--- src/rtl/mux_scan_sequencer.sv ---
// Scans a 4:1 mux channel by channel, samples its output into a 4-bit frame and hands the frame
// downstream over valid/ready. Optional build macro MUX_SCAN_PARITY_EN adds the frame_par_o port.
module mux_scan_sequencer #(
  parameter int unsigned SETTLE = 2
) (
  input  logic       clk,
  input  logic       rst_n,
  input  logic       start_i,
  input  logic       cont_i,
  output logic       s1_o,
  output logic       s0_o,
  input  logic       op_in_i,
  output logic [3:0] frame_o,
  output logic       frame_valid_o,
  input  logic       frame_ready_i,
`ifdef MUX_SCAN_PARITY_EN
  output logic       frame_par_o,
`endif
  output logic       busy_o
);

  typedef enum logic [1:0] {StIdle, StSettle, StSample, StOut} state_e;

  localparam logic [3:0] CntLast = 4'(SETTLE - 1);

  state_e     state_q;
  logic [1:0] ch_q;
  logic [3:0] cnt_q;
  logic [2:0] shadow_q;
  logic [1:0] sel_q;
  logic [3:0] frame_q;
  logic       frame_valid_q;
  logic       busy_q;
  logic       frame_par_q;

  // Full frame as it will look after the final sampling edge.
  logic [3:0] frame_full;
  assign frame_full = {op_in_i, shadow_q};

  always_ff @(posedge clk or negedge rst_n) begin
    if (!rst_n) begin
      state_q       <= StIdle;
      ch_q          <= 2'd0;
      cnt_q         <= 4'd0;
      shadow_q      <= 3'd0;
      sel_q         <= 2'd0;
      frame_q       <= 4'd0;
      frame_valid_q <= 1'b0;
      busy_q        <= 1'b0;
      frame_par_q   <= 1'b0;
    end else begin
      unique case (state_q)
        StIdle: begin
          if (start_i) begin
            state_q <= StSettle;
            ch_q    <= 2'd0;
            cnt_q   <= 4'd0;
            sel_q   <= 2'd0;
            busy_q  <= 1'b1;
          end
        end
        StSettle: begin
          if (cnt_q == CntLast) begin
            state_q <= StSample;
          end else begin
            cnt_q <= cnt_q + 4'd1;
          end
        end
        StSample: begin
          if (ch_q != 2'd3) begin
            shadow_q[ch_q] <= op_in_i;
            ch_q           <= ch_q + 2'd1;
            sel_q          <= ch_q + 2'd1;
            cnt_q          <= 4'd0;
            state_q        <= StSettle;
          end else begin
            frame_q       <= frame_full;
            frame_par_q   <= ^frame_full;
            frame_valid_q <= 1'b1;
            sel_q         <= 2'd0;
            state_q       <= StOut;
          end
        end
        StOut: begin
          // cont_i is only looked at on the transfer edge; a stalled sink freezes the scan here.
          if (frame_ready_i) begin
            frame_valid_q <= 1'b0;
            if (cont_i) begin
              ch_q    <= 2'd0;
              cnt_q   <= 4'd0;
              sel_q   <= 2'd0;
              state_q <= StSettle;
            end else begin
              busy_q  <= 1'b0;
              state_q <= StIdle;
            end
          end
        end
        default: state_q <= StIdle;
      endcase
    end
  end

  assign s1_o          = sel_q[1];
  assign s0_o          = sel_q[0];
  assign frame_o       = frame_q;
  assign frame_valid_o = frame_valid_q;
  assign busy_o        = busy_q;

`ifdef MUX_SCAN_PARITY_EN
  assign frame_par_o = frame_par_q;
`else
  logic unused_par;
  assign unused_par = frame_par_q;
`endif

endmodule
--- config.mk ---
export PLATFORM = sky130hd
export DESIGN_NAME = mux_scan_sequencer
export DESIGN_NICKNAME = d
export VERILOG_FILES = /design/src/rtl/mux_scan_sequencer.sv
export SDC_FILE = /design/constraint.sdc
export NUM_CORES = 1
export LEC_CHECK = 0
export CAP_MARGIN = 40
export CORE_ASPECT_RATIO = 1.75
export CORE_UTILIZATION = 35
export CTS_CLUSTER_DIAMETER = 30
export DETAILED_ROUTE_END_ITERATION = 10
export GPL_TIMING_DRIVEN = 1
export PLACE_DENSITY = 0.54
export SETUP_SLACK_MARGIN = 0.1
export SYNTH_ARGS = -nofsm -noshare
export SYNTH_HDL_FRONTEND = slang
export SYNTH_SLANG_ARGS = --single-unit
--- constraint.sdc ---
create_clock -name clk -period 1.8 [get_ports clk]
set_clock_uncertainty 0.1 [all_clocks]
set_input_delay 0.36 -clock clk [delete_from_list [all_inputs] [get_ports clk]]
set_output_delay 0.36 -clock clk [all_outputs]
set_load 0.1 [all_outputs]
==> results by group <==
Status
  – Status: completed

Clock network
  – CTS tree: yes
  – Clk slew on worst S/H paths: 0.07 ns
  – CTS root buf: clkbuf_8
  – Sink Count: 19
  – Clock buffer depth: 2
  – Clock latency at the later pin of the worst-skew pair: 0.26 ns
  – H-tree levels: 1
  – TritonCTS Buffers: 3

Synth
  – Number of enable flip-flop cells after synthesis: 0
  – #FFs+latches synth: 19
  – Post-synth top area cell: dfrtp_1
  – Yosys top cell area share: 0.483
  – Async set or reset register ratio after synthesis: 1.00
  – Ys flop type: dfrtp_1
  – Mapped Nets: 100
  – Synthesized area per cell: 11.2 um^2
  – Post-synth cell types: 29
  – Synth top area cells: dfrtp_1 (48%), ha_1 (7.6%), mux2_2 (4.6%)
  – Sequential share of the synthesized area: 0.483
  – YS warnings: 0
  – Synthesized area: 985 um^2
  – Mapped Cells: 88

Place
  – DP HPWL: 1400 um
  – Routability cong.: 0.767
  – Buffers on Ports: 13

Setup path
  – Crit-path max FO: 5
  – R2R setup slack: 0.25 ns
  – Setup crit start: ch_q[1]
  – Worst reg2reg endpoint: shadow_q[0]
  – Critical Path Sink Type: register
  – FF-to-FF Start: ch_q[1]
  – WP data required: 1.85 ns
  – Worst setup endpoint: shadow_q[0]
  – WS Path Type: register to register
  – Reg2Reg Depth: 4
  – CP Launch Type: register
  – Crit path DAT: 1.60 ns

Finish
  – Register area: 475 um^2
  – Area of the multi-input gates: 472 um^2
  – Final net count: 119
  – Fill cells: 261
  – Share of post-route cells with drive strength above 1: 0.264
  – Synth-to-layout area growth: 30.1%
  – N_diodes: 0

GRT
  – All-Layer GR Usage: 0.144
  – First-pass GRT wire length: 3230 um
  – Initial antenna violation count: 0
  – Vias in the first global route: 731
  – GR Overflow Total: 0
  – Largest net degree at the start of global routing: 20

Power
  – Comb pwr share: 0.484
  – Psw: 913 uW
  – Maximum vdd drop: 0.850 mV
  – Seq pwr share: 0.369
  – Pwr Density: 1590 mW/mm^2
  – Static Leak: 0.573 nW
  – Cell-internal power: 1.12 mW
  – Clock power share: 0.147
  – Switching portion of total power: 0.449

Timing
  – Final min period: 1.55 ns
  – Worst hold slack: 0.330 ns
  – RSZ-0062 raised after global routing: no
  – Finish-stage setup viols: 0
  – Max-slew violation count: 0
  – Slew @ Worst Pin: 0.502 ns
  – TNS Setup: 0 ns
  – Period utilization: 0.863
  – Max Clk Rate: 644 MHz
  – Fin. Hold Viols: 0
  – Slew headroom: 0.666

Drt
  – Routed WL: 1850 um
  – Detailed-route vias per instance: 5.37
  – Initial DRC Count: 16
  – Post-DRT Antenna Nets: 0
  – DR WL/cell: 13.9 um
  – Routed vias: 714
  – DRT Pass-1 Iters: 6
  – DRC viols: 0

Run
  – Max-cap violations: 0

Die
  – Initial Utilization: 0.366
  – Core area: 0.00269 mm^2
  – Die height: 72.2 um
  – Site Rows: 25
  – Die Width: 42.1 um
  – Die footprint: 0.00304 mm^2
  – IO Pins: 14

Hold path
  – Hold/Removal Path Class: input pin to asynchronous set/reset pin
worst min path at each step:
stage	start	end	slack, ns	cells after the start
floorplan	rst_n	busy_o	-0.04	0
global placement	shadow_q[2]	shadow_q[2]	0.37	1
detailed placement	shadow_q[1]	shadow_q[1]	0.38	1
CTS	rst_n	frame_o[1]	0.35	2
global route	rst_n	cnt_q[1]	0.36	2
finish	rst_n	frame_o[1]	0.33	2
registers in the layout, summed over array words and instances, names as in the netlist:
signal,cells
state_q,2
cnt_q,4
sel_q,2
frame_valid_o,1
frame_o,4
ch_q,2
shadow_q,3
busy_o,1
Yosys cell counts (2+ instances only):
master and instances:
a21oi_1 4, a22o_1 5, dfrtp_1 19, ha_1 6, inv_1 4, mux2_1 3, mux2_2 4, nand2_1 9
nand3_1 4, nor2_1 2, o21ai_0 8, xnor2_1 3
kinds of logic (layout without fill, tap and decap cells):
| kind of cell | Yosys count | count (layout) | share of synthesized area |
|---|---|---|---|
| muxes | 7 | 7 | 0.0800 |
| xor gates and xnor gates | 3 | 3 | 0.0267 |
| AOI/OAI and AO/OA | 21 | 21 | 0.142 |
| buffers and inverters | 7 | 25 | 0.0407 |
| and+or+nand+nor | 25 | 25 | 0.151 |
| DFF | 19 | 19 | 0.483 |
| adders and majority gates | 6 | 6 | 0.0762 |
routing by layer:
metal / vias up / share of wire / GRT usage
li1: 344 / - / -
met1: 345 / 0.38 / 0.160
met2: 20 / 0.55 / 0.257
met3: 5 / 0.035 / 0.0149
met4: 0 / 0.032 / 0.0938
met5: - / 0 / 0
cell type report:
type | instances | share of cell area
Timing Repair Buffer | 16 | 0.182
Clock buffer | 3 | 0.0322
Sequential cell | 19 | 0.371
Multi-Input combinational cell | 62 | 0.368
Tap cell | 27 | 0.0264
Inverter | 5 | 0.0166
Clock inverter | 1 | 0.00391
power by group through the flow:
stage | Combinational, mW | Clock [mW] | Sequential, mW
final | 0.984 | 0.300 | 0.749
after global routing | 1.06 | 0.323 | 0.774
after global placement | 0.986 | 0 | 0.755
after detailed placement | 0.993 | 0 | 0.757
after CTS | 0.995 | 0.308 | 0.749
after floorplan | 0.429 | 0 | 0.991
stage by stage:
step	cell area, um^2	util	setup WS [ns]	total power, mW	cells
floorplan	985	-	0.256	1.42	88
global placement	1230	0.458	0.0625	1.74	129
detailed placement	1230	0.458	0.0692	1.75	129
CTS	1280	0.475	0.134	2.05	133
global route	1280	0.476	0.110	2.16	133
finish	1280	0.476	0.247	2.03	133
critical path: stages, from the launching register on:
cell	delay (ns)
dfrtp_1	0.42
ha_2	0.25
nor3_4	0.25
nand2_1	0.09
mux2_1	0.31
placed cells by master (no fill, tap or decap), types with 2 or more instances in the layout:
cell type,netlist,final
inv_1,4,4
mux2_1,3,3
xnor2_1,3,3
nor2_1,2,2
a22o_1,5,5
ha_1,6,5
clkdlybuf4s50_1,0,5
a21oi_1,4,4
dfrtp_1,19,19
nand3_1,4,4
mux2_2,4,4
buf_4,1,3
buf_12,0,8
nand2_1,9,9
o21ai_0,8,8
clkbuf_8,0,3
what timing repair did:
| item | in CTS | in global routing |
|---|---|---|
| hold buffers | 0 | 0 |
| setup endpoints to repair | 0 | 3 |
| buffers inserted | 0 | 0 |
| resized for setup | 0 | 1 |
(Power assumes the default switching activity.)
==> patch: new RTL, same flow settings <==
Build with the macro `MUX_SCAN_PARITY_EN` defined.
--- a/src/rtl/mux_scan_sequencer.sv
+++ b/src/rtl/mux_scan_sequencer.sv
@@ -2,2 +2,4 @@
 // downstream over valid/ready. Optional build macro MUX_SCAN_PARITY_EN adds the frame_par_o port.
+`define MUX_SCAN_PARITY_EN
+
 module mux_scan_sequencer #(
Check against the original RTL (old outputs only; new: frame_par_o): equivalent (equiv_simple and equiv_induct, registers matched by name and starting in step).
==> patch against the unedited design <==
Worst setup slack got worse by 0.18 ns. Synthesized cell count rose by 5.7%. Sequential cell count grew 1. Cell area grew 12%. Routed wire length is 15% higher. Synthesized area grew 5.3%. Sequential share of layout area decreased by 2.2 points. Non-clock buffer count is 6 higher.
Power is left out: the tool's default activity adds up to more than one toggle a clock period on the data nets, which glitch-free logic cannot reach.
==> patch: results (changes against the unedited design) <==
The run finished with clean final reports. The detailed route wirelength on metal3 came out at 58 um (-11%). The cell with the biggest individual delay on the critical path is sky130_fd_sc_hd__or3b_4.

The total routed wire length on the met1 layer came out at 807 um (+14%). The global-route wire length before repair came out at 3.82 mm (+18%). The root buffer cell chosen for the clock tree is sky130_fd_sc_hd__clkbuf_8. The overall overflow remaining after global route came out at 0 (unchanged). The distinct cell type count after synthesis is 29 (unchanged). The via count of the first global-routing pass came out at 860 (+18%). The overall global routing resource usage came out at 16.1% (+1.7 points). The normalized max-slew margin came to 82.7% (+16 points). The arrival time reported for the critical path endpoint came out at 1.77 ns (+0.17 ns). The pin count of the biggest net entering global routing came out at 21 (+5.0%). By area the synthesized netlist is led by sky130_fd_sc_hd__dfrtp_1 48%, sky130_fd_sc_hd__mux2_2 7.6%, sky130_fd_sc_hd__ha_1 7.2%, sky130_fd_sc_hd__nand2_1 5.1%, sky130_fd_sc_hd__xnor2_1 3.4%. The maximum cell stage delay along the critical path came out at 0.41 ns. The tightest min-delay check is of the in2async type. The final weighted congestion of routability-driven global placement was 0.720 (-6.1%).

The setup slack after placement came out at 0.0542 ns (-0.0150 ns). The number of clock buffers inserted by TritonCTS is 3 (unchanged). The count of input and output buffers came to 14 (+1). The ratio of cells with drive above 1 in the final layout was 31.6% (+5.2 points). The met1 capacity usage during global routing came out at 15.8% (-0.16 points). The count of hold-fix buffers inserted at cts is 0 (unchanged). The antenna cell count is 0 (unchanged).

The met2 global-route usage came out at 29.5% (+3.8 points). The first-pass detailed-route iteration total came out at 4 (-2). The proportion of synthesized flip-flops having asynchronous set or reset is 100% (unchanged).

The HPWL after detailed placement is 1.60 mm (+14%). The clock latency on the worst-skew pair is 0.26 ns (about the same). The number of nets produced by synthesis is 105 (+5.0%). The average wire per standard cell came out at 14.8 um (+6.4%).

The buffer depth of the longest clock path is 2 (unchanged). The net total in the final layout was 130 (+9.2%). In this run the most used layer during global routing was met2. The cell count of the worst reg-to-reg path came out at 6 (+2).

The synthesis warning total is 0 (unchanged). The clock transition at the registers of the reported paths came out at 0.08 ns. The met3 demand-to-capacity share in global routing is 3.16% (+1.7 points). The met2 wire length came out at 1.22 mm (+20%). The top routing layer in use is met4. The number of vias per cell came out at 5.37 (about the same).

In the synthesized netlist, the cells that appear most often are 20 x sky130_fd_sc_hd__dfrtp_1, 14 x sky130_fd_sc_hd__nand2_1, 7 x sky130_fd_sc_hd__mux2_2, 6 x sky130_fd_sc_hd__ha_1, 5 x sky130_fd_sc_hd__a21oi_1. The number of antenna violations at the first check in global routing came out at 0 (unchanged). The peak fanout along the critical path is 3 (-2).

The total placed instance area was 1320 sq um (+7.0%). The kind of cell with the highest combined delay along the critical path is simple AND/OR/NAND/NOR gates. The H-tree level count came to 1 (unchanged). The sequential area share after synthesis came to 48.3% (about the same). The starting DRC count in detailed routing was 20 (+4).
==> patch: cell count changes in the layout (fill, tap and decap cells not counted), sizes merged, moves of 2 or more <==
cell	before	now
nor3	2	0
nand2	10	14
o21ai	9	4
mux2i	0	4
buf	11	17
nand3	4	2
==> patch: worst paths after layout <==
check,start,endpoint,slack [ns]
worst min-delay path,rst_n,frame_o[0],0.34
min in group clk,frame_par_o,frame_par_o,0.46
max in group asynchronous,rst_n,state_q[1],1.03
worst max register to register,cnt_q[1],cnt_q[1],0.07
worst max-delay path,cnt_q[1],cnt_q[1],0.07
worst min register to register,frame_par_o,frame_par_o,0.46
==> patch: kinds of logic (layout without fill, tap and decap cells) <==
family | after synthesis | in the layout | share of synthesized area [%]
buffers and inverters | 6 | 30 | 2.65
multiplexers | 11 | 11 | 12.7
AND/OR/NAND/NOR | 25 | 25 | 11.8
adder cells (fa/ha/maj) | 6 | 6 | 7.24
flip-flops | 20 | 20 | 48.3
XOR/XNOR | 4 | 4 | 3.38
AO/OA/AOI/OAI | 21 | 21 | 14.0
==> patch: cell type report <==
| class | count | area (sq um) |
|---|---|---|
| timing repair buffer | 22 | 294 |
| tap | 27 | 33.8 |
| sequential | 20 | 502 |
| multi-input combinational | 67 | 522 |
| fill | 249 | 1320 |
| inverter | 4 | 15.0 |
| clock buffer | 3 | 41.3 |
| clock inverter | 1 | 30.0 |
==> patch: metrics by stage <==
stage / setup TNS [ns] / instances
after floorplan: 0 / 93
after global placement: 0 / 136
after detailed placement: 0 / 136
after CTS: 0 / 144
after global routing: -0.000935 / 144
final: 0 / 144
==> patch: repair_timing <==
action	4_1_cts	5_1_grt
hold endpoints to repair	0	0
endpoints found under the setup margin	2	7
gates resized for setup	4	2
setup buffers	4	0
pin swaps	3	0
